<file path="config.mk">
export PLATFORM = sky130hd
export DESIGN_NAME = dmem_lsu
export DESIGN_NICKNAME = d
export VERILOG_FILES = /design/src/rtl/dmem_lsu_pkg.sv /design/src/rtl/dmem_lsu_align.sv /design/src/rtl/dmem_lsu.sv
export SDC_FILE = /design/constraint.sdc
export NUM_CORES = 1
export LEC_CHECK = 0
export ABC_AREA = 1
export CAP_MARGIN = 20
export CELL_PAD_IN_SITES_DETAIL_PLACEMENT = 1
export CELL_PAD_IN_SITES_GLOBAL_PLACEMENT = 1
export CORE_ASPECT_RATIO = 0.7
export CORE_UTILIZATION = 29
export CTS_BUF_LIST = sky130_fd_sc_hd__clkbuf_16
export CTS_CLUSTER_SIZE = 16
export DETAILED_ROUTE_END_ITERATION = 8
export PLACE_DENSITY_LB_ADDON = 0.2
export SYNTH_ARGS = -nofsm -noshare
export SYNTH_HDL_FRONTEND = slang
export SYNTH_SLANG_ARGS = --single-unit
</file>
<file path="constraint.sdc">
create_clock -name clk -period 2.4 [get_ports clk]
set_clock_uncertainty 0.2 [all_clocks]
set_input_delay 0.6 -clock clk [delete_from_list [all_inputs] [get_ports clk]]
set_output_delay 0.6 -clock clk [all_outputs]
set_load 0.1 [all_outputs]
</file>
<file path="src/rtl/dmem_lsu_pkg.sv">
package dmem_lsu_pkg;

  localparam logic [2:0] F3_B  = 3'b000;
  localparam logic [2:0] F3_H  = 3'b001;
  localparam logic [2:0] F3_W  = 3'b010;
  localparam logic [2:0] F3_BU = 3'b100;
  localparam logic [2:0] F3_HU = 3'b101;

  typedef enum logic [2:0] {
    LSU_IDLE,
    LSU_REQ,
    LSU_WAIT,
    LSU_DONE,
    LSU_ERR
  } lsu_state_e;

endpackage

</file>
<file path="src/rtl/dmem_lsu_align.sv">
module lsu_align
  import dmem_lsu_pkg::*;
#(
  parameter int unsigned DATA_W = 32
) (
  input  logic [2:0]        funct3_i,
  input  logic [1:0]        addr_i,
  input  logic [DATA_W-1:0] wdata_i,
  input  logic [DATA_W-1:0] rdata_i,
  output logic [3:0]        be_o,
  output logic [DATA_W-1:0] wdata_o,
  output logic [DATA_W-1:0] rdata_o,
  output logic              misalign_o
);

  logic [7:0]  lane_b;
  logic [15:0] lane_h;

  always_comb begin
    lane_b     = rdata_i[{addr_i, 3'b000} +: 8];
    lane_h     = rdata_i[{addr_i[1], 4'b0000} +: 16];
    be_o       = '0;
    wdata_o    = wdata_i;
    rdata_o    = '0;
    misalign_o = 1'b0;
    case (funct3_i)
      F3_B: begin
        be_o    = 4'b0001 << addr_i;
        wdata_o = {(DATA_W/8){wdata_i[7:0]}};
        rdata_o = {{(DATA_W-8){lane_b[7]}}, lane_b};
      end
      F3_BU: begin
        be_o    = 4'b0001 << addr_i;
        wdata_o = {(DATA_W/8){wdata_i[7:0]}};
        rdata_o = {{(DATA_W-8){1'b0}}, lane_b};
      end
      F3_H: begin
        misalign_o = addr_i[0];
        be_o       = 4'b0011 << addr_i;
        wdata_o    = {(DATA_W/16){wdata_i[15:0]}};
        rdata_o    = {{(DATA_W-16){lane_h[15]}}, lane_h};
      end
      F3_HU: begin
        misalign_o = addr_i[0];
        be_o       = 4'b0011 << addr_i;
        wdata_o    = {(DATA_W/16){wdata_i[15:0]}};
        rdata_o    = {{(DATA_W-16){1'b0}}, lane_h};
      end
      F3_W: begin
        misalign_o = (addr_i != 2'b00);
        be_o       = '1;
        wdata_o    = wdata_i;
        rdata_o    = rdata_i;
      end
      default: misalign_o = 1'b1;
    endcase
  end

endmodule

</file>
<file path="src/rtl/dmem_lsu.sv">
module dmem_lsu
  import dmem_lsu_pkg::*;
#(
  parameter int unsigned DATA_W  = 32,
  parameter int unsigned TIMEOUT = 64,
  parameter int unsigned CNT_W   = 7
) (
  input  logic              clk,
  input  logic              rst,
  input  logic              req_valid_i,
  input  logic              req_we_i,
  input  logic [DATA_W-1:0] req_addr_i,
  input  logic [DATA_W-1:0] req_wdata_i,
  input  logic [2:0]        req_funct3_i,
  output logic              stall_o,
  output logic [DATA_W-1:0] load_data_o,
  output logic              done_o,
  output logic              misalign_o,
  output logic              bus_err_o,
  output logic              mem_req_o,
  output logic              mem_we_o,
  output logic [DATA_W-1:0] mem_addr_o,
  output logic [3:0]        mem_be_o,
  output logic [DATA_W-1:0] mem_wdata_o,
  input  logic              mem_gnt_i,
  input  logic              mem_rvalid_i,
  input  logic [DATA_W-1:0] mem_rdata_i
);

  localparam logic [CNT_W-1:0] CNT_LAST = CNT_W'(TIMEOUT - 1);

  lsu_state_e        state_q, state_d;
  logic [CNT_W-1:0]  cnt_q, cnt_d;
  logic              we_q;
  logic [DATA_W-1:0] addr_q;
  logic [2:0]        f3_q;
  logic [3:0]        be_q;
  logic [DATA_W-1:0] wdata_q;
  logic [DATA_W-1:0] ldata_q;

  logic              latch_en;
  logic              load_en;
  logic              expired;

  logic [2:0]        al_f3;
  logic [1:0]        al_addr;
  logic [3:0]        al_be;
  logic [DATA_W-1:0] al_wdata;
  logic [DATA_W-1:0] al_rdata;
  logic              al_mis;

  // One aligner serves both phases: live request fields in IDLE, latched fields afterwards.
  assign al_f3   = (state_q == LSU_IDLE) ? req_funct3_i    : f3_q;
  assign al_addr = (state_q == LSU_IDLE) ? req_addr_i[1:0] : addr_q[1:0];

  lsu_align #(
    .DATA_W(DATA_W)
  ) u_align (
    .funct3_i  (al_f3),
    .addr_i    (al_addr),
    .wdata_i   (req_wdata_i),
    .rdata_i   (mem_rdata_i),
    .be_o      (al_be),
    .wdata_o   (al_wdata),
    .rdata_o   (al_rdata),
    .misalign_o(al_mis)
  );

  assign expired = (cnt_q >= CNT_LAST);

  always_comb begin
    state_d    = state_q;
    cnt_d      = cnt_q;
    latch_en   = 1'b0;
    load_en    = 1'b0;
    stall_o    = 1'b0;
    misalign_o = 1'b0;
    done_o     = 1'b0;
    bus_err_o  = 1'b0;
    mem_req_o  = 1'b0;
    case (state_q)
      LSU_IDLE: begin
        // IDLE outputs are combinational on the request, so keep them low while in reset.
        if (req_valid_i && rst) begin
          if (al_mis) begin
            misalign_o = 1'b1;
          end else begin
            stall_o  = 1'b1;
            latch_en = 1'b1;
            cnt_d    = '0;
            state_d  = LSU_REQ;
          end
        end
      end
      LSU_REQ: begin
        mem_req_o = 1'b1;
        stall_o   = 1'b1;
        if (mem_gnt_i) begin
          cnt_d   = cnt_q + CNT_W'(1);
          state_d = LSU_WAIT;
        end else if (expired) begin
          state_d = LSU_ERR;
        end else begin
          cnt_d = cnt_q + CNT_W'(1);
        end
      end
      LSU_WAIT: begin
        stall_o = 1'b1;
        if (mem_rvalid_i) begin
          load_en = !we_q;
          state_d = LSU_DONE;
        end else if (expired) begin
          state_d = LSU_ERR;
        end else begin
          cnt_d = cnt_q + CNT_W'(1);
        end
      end
      LSU_DONE: begin
        done_o  = 1'b1;
        state_d = LSU_IDLE;
      end
      LSU_ERR: begin
        bus_err_o = 1'b1;
        state_d   = LSU_IDLE;
      end
      default: state_d = LSU_IDLE;
    endcase
  end

  always_ff @(posedge clk or negedge rst) begin
    if (!rst) begin
      state_q <= LSU_IDLE;
      cnt_q   <= '0;
      we_q    <= 1'b0;
      addr_q  <= '0;
      f3_q    <= '0;
      be_q    <= '0;
      wdata_q <= '0;
      ldata_q <= '0;
    end else begin
      state_q <= state_d;
      cnt_q   <= cnt_d;
      if (latch_en) begin
        we_q    <= req_we_i;
        addr_q  <= req_addr_i;
        f3_q    <= req_funct3_i;
        be_q    <= req_we_i ? al_be : 4'b1111;
        wdata_q <= al_wdata;
      end
      if (load_en) begin
        ldata_q <= al_rdata;
      end
    end
  end

  assign mem_we_o    = we_q;
  assign mem_addr_o  = {addr_q[DATA_W-1:2], 2'b00};
  assign mem_be_o    = be_q;
  assign mem_wdata_o = wdata_q;
  assign load_data_o = ldata_q;

endmodule

</file>
==> metrics.csv <==
stage,metric,value,unit
outcome,status,"complete, but fails checks",
outcome,violations,setup timing,
cts,cts_buffers,17,
die,fp.dieW,177,µm
critical_path,reg2reg_from,state_q[0]$_DFFE_PN0P_,
global_routing,antenna_found_initial,0,
logic_synthesis,ys.flop_type,dfrtp_1,
logic_synthesis,synthArstFlopShare,1.00,
critical_path,endpoint_kind,output pin,
cts,cts.clk_slew.worst_paths,60,ps
critical_path,crit_slowest_cell,dfrtp_1,
route,via_count,6479,
logic_synthesis,synth-edff-count,0,
cells_and_area,layout-drive-gt1-share,0.203,
cells_and_area,final_common_cell,nand2_1,
logic_synthesis,syn_inst,904,
sta,setup_ws,-427,ps
logic_synthesis,syn_area,6250,µm²
sta,slew_viol_final,0,
placement,place_congestion,0.861,
die,start_util,0.299,
placement,place_area,8690,µm²
die,core_area,20900,µm²
route,vias_per_cell,4.56,
sta,slew_headroom,0.469,
critical_path,path_cells,nor2_4 > buf_6 > nand3b_1 > nand2_2 > nand2_2 > nand2_2 > nand3_4 > nor2_4 > nand2_4 > nand2_8 > buf_12,
logic_synthesis,seq_area_frac_synth,0.456,
global_routing,grt_usage,0.215,
sta,holdWs,46.4,ps
cts,cts_max_level,4,
sta,max_clock_freq,0.354,GHz
sta,period_share,1.18,
cells_and_area,areaGrowthSynthToFinish,50.5,%
critical_path,worst_r2r_endpoint,mem_wdata_o[31]$_DFFE_PN0P_,
route,drt_first_pass_iters,4,
logic_synthesis,yosys_warnings,0,
critical_path,start_kind,register,
route,initialDrtViolationCount,478,
critical_path,worstRegToRegCells,11,
logic_synthesis,postSynthAreaPerCell,6.92,µm²
critical_path,required,1600,ps
sta,finalCriticalPeriod,2830,ps
cts,clk_path_buf_depth,2,
sta,setup_viol,72,
route,wl_per_cell,16.0,µm
critical_path,cp_common_cell,nand2_2,
cells_and_area,insertedDiodeCount,0,
cells_and_area,layout_common_cells,"nand2_1 (529), buf_4 (154), dfrtp_1 (114)",
cts,clock_latency,410,ps
route,route.detailed.drc,0,
sta,hold_viol,0,
global_routing,grt_pass1_vias,6522,
critical_path,rrSetupSlack,-130,ps
global_routing,grt_pass1_wl,36.8,mm
cts,cts.sinks,114,
sta,grt_setup_unrepaired,yes,
logic_synthesis,ys_types,29,
cells_and_area,fin_util,0.450,
placement,dp_hpwl,16.5,mm
critical_path,arrival,2030,ps
cells_and_area,nFillCells,2606,
cells_and_area,nets,1238,
sta,worstMarginPinSlew,797,ps
critical_path,worstPathMaxFanout,5,
hold_path,hp-class,in2async,
cts,clock-root-buffer,clkbuf_16,
logic_synthesis,synth_seq_cells,114,
critical_path,critical-path-max-stage-delay,400,ps
route,antenna_left,0,
die,ios,211,
global_routing,globalRouteOverflowTotal,0,
route,wirelength,22.7,mm
cts,cts_hold_buf,0,
placement,place.port_buffers,208,
die,rows,44,
die,dieArea,22200,µm²
flow_run,max_cap_violations,0,
global_routing,grt_max_degree,115,
die,dieHeight,125,µm
cts,cts_tree,done,
cells_and_area,finalInstanceArea,9410,µm²
critical_path,critPathKind,reg2out,
## critical path: cells and delay by family (launching register included)
| family | cells | cell delay [ps] |
|---|---|---|
| buffers and inverters | 2 | 320 |
| flip-flops | 1 | 400 |
| AND/OR/NAND/NOR | 9 | 890 |
## what timing repair did
item	in CTS	in global routing
cloned	1	0
hold endpoints to repair	0	0
setup endpoints to repair	72	104
resized for setup	12	3
pin swaps	9	8
setup buffers	7	5
## stage by stage
stage / TNS, ps / worst slack, ps / std cells
2_1_floorplan: -293 / -127 / 905
3_3_place_gp: -46610 / -553 / 1378
3_5_place_dp: -52110 / -616 / 1378
4_1_cts: -8880 / -439 / 1418
5_1_grt: -20540 / -549 / 1421
6_report: -6280 / -427 / 1421
## cells by family after synthesis
group / Yosys count / share of synthesized area
AND/OR/NAND/NOR: 641 / 0.414
buffers and inverters: 114 / 0.0953
flip-flops: 114 / 0.456
AO/OA/AOI/OAI: 32 / 0.0302
XOR/XNOR: 1 / 0.00140
adder cells (fa/ha/maj): 1 / 0.00200
other: 1 / 0.000600
## worst max path at each step
| stage | startpoint | endpoint | slack, ps | cells past startpoint |
|---|---|---|---|---|
| after floorplan | state_q[0]$_DFFE_PN0P_ | stall_o | -130 | 12 |
| after global placement | req_funct3_i[1] | mem_be_o[3]$_DFFE_PN0P_ | -550 | 10 |
| after detailed placement | req_funct3_i[1] | addr_q[11]$_DFFE_PN0P_ | -620 | 10 |
| after CTS | state_q[2]$_DFFE_PN0P_ | misalign_o | -440 | 9 |
| after global routing | state_q[0]$_DFFE_PN0P_ | stall_o | -550 | 11 |
| final | state_q[0]$_DFFE_PN0P_ | stall_o | -430 | 11 |
## per-layer routing
metal,track usage,wire length (µm)
met5,0,0
met4,0.0553,301
met3,0.0668,1910
met2,0.296,9190
met1,0.318,11300
## state kept, by name, summed over array words and instances, names as in the netlist
register	count
load_data_o	32
f3_q	3
addr_q	32
mem_be_o	4
state_q	3
mem_wdata_o	32
mem_we_o	1
cnt_q	7
## synth_stat cells (all sizes together) (3+ instances only)
cell	instances	area (µm²)
nor3	3	15.0
o211ai	9	67.6
nand4	8	65.1
buf	61	397
clkbuf	6	22.5
nor2	18	87.6
nand3b	5	37.5
inv	46	173
nand2	544	2060
o21ai	16	80.1
a21oi	5	25.0
dfrtp	114	2850
nand3	63	320
## area by class of cell
class                           count  area (µm²)  area share
Clock inverter                     15         169      0.0180
Multi-Input combinational cell    677        2910       0.309
Sequential cell                   114        2850       0.303
Inverter                           47         180      0.0192
Timing Repair Buffer              275        2530       0.269
Tap cell                          276         345      0.0367
Clock buffer                       17         425      0.0452
Power is left out: the tool's default activity adds up to more than one toggle a clock period on the data nets, which glitch-free logic cannot reach.
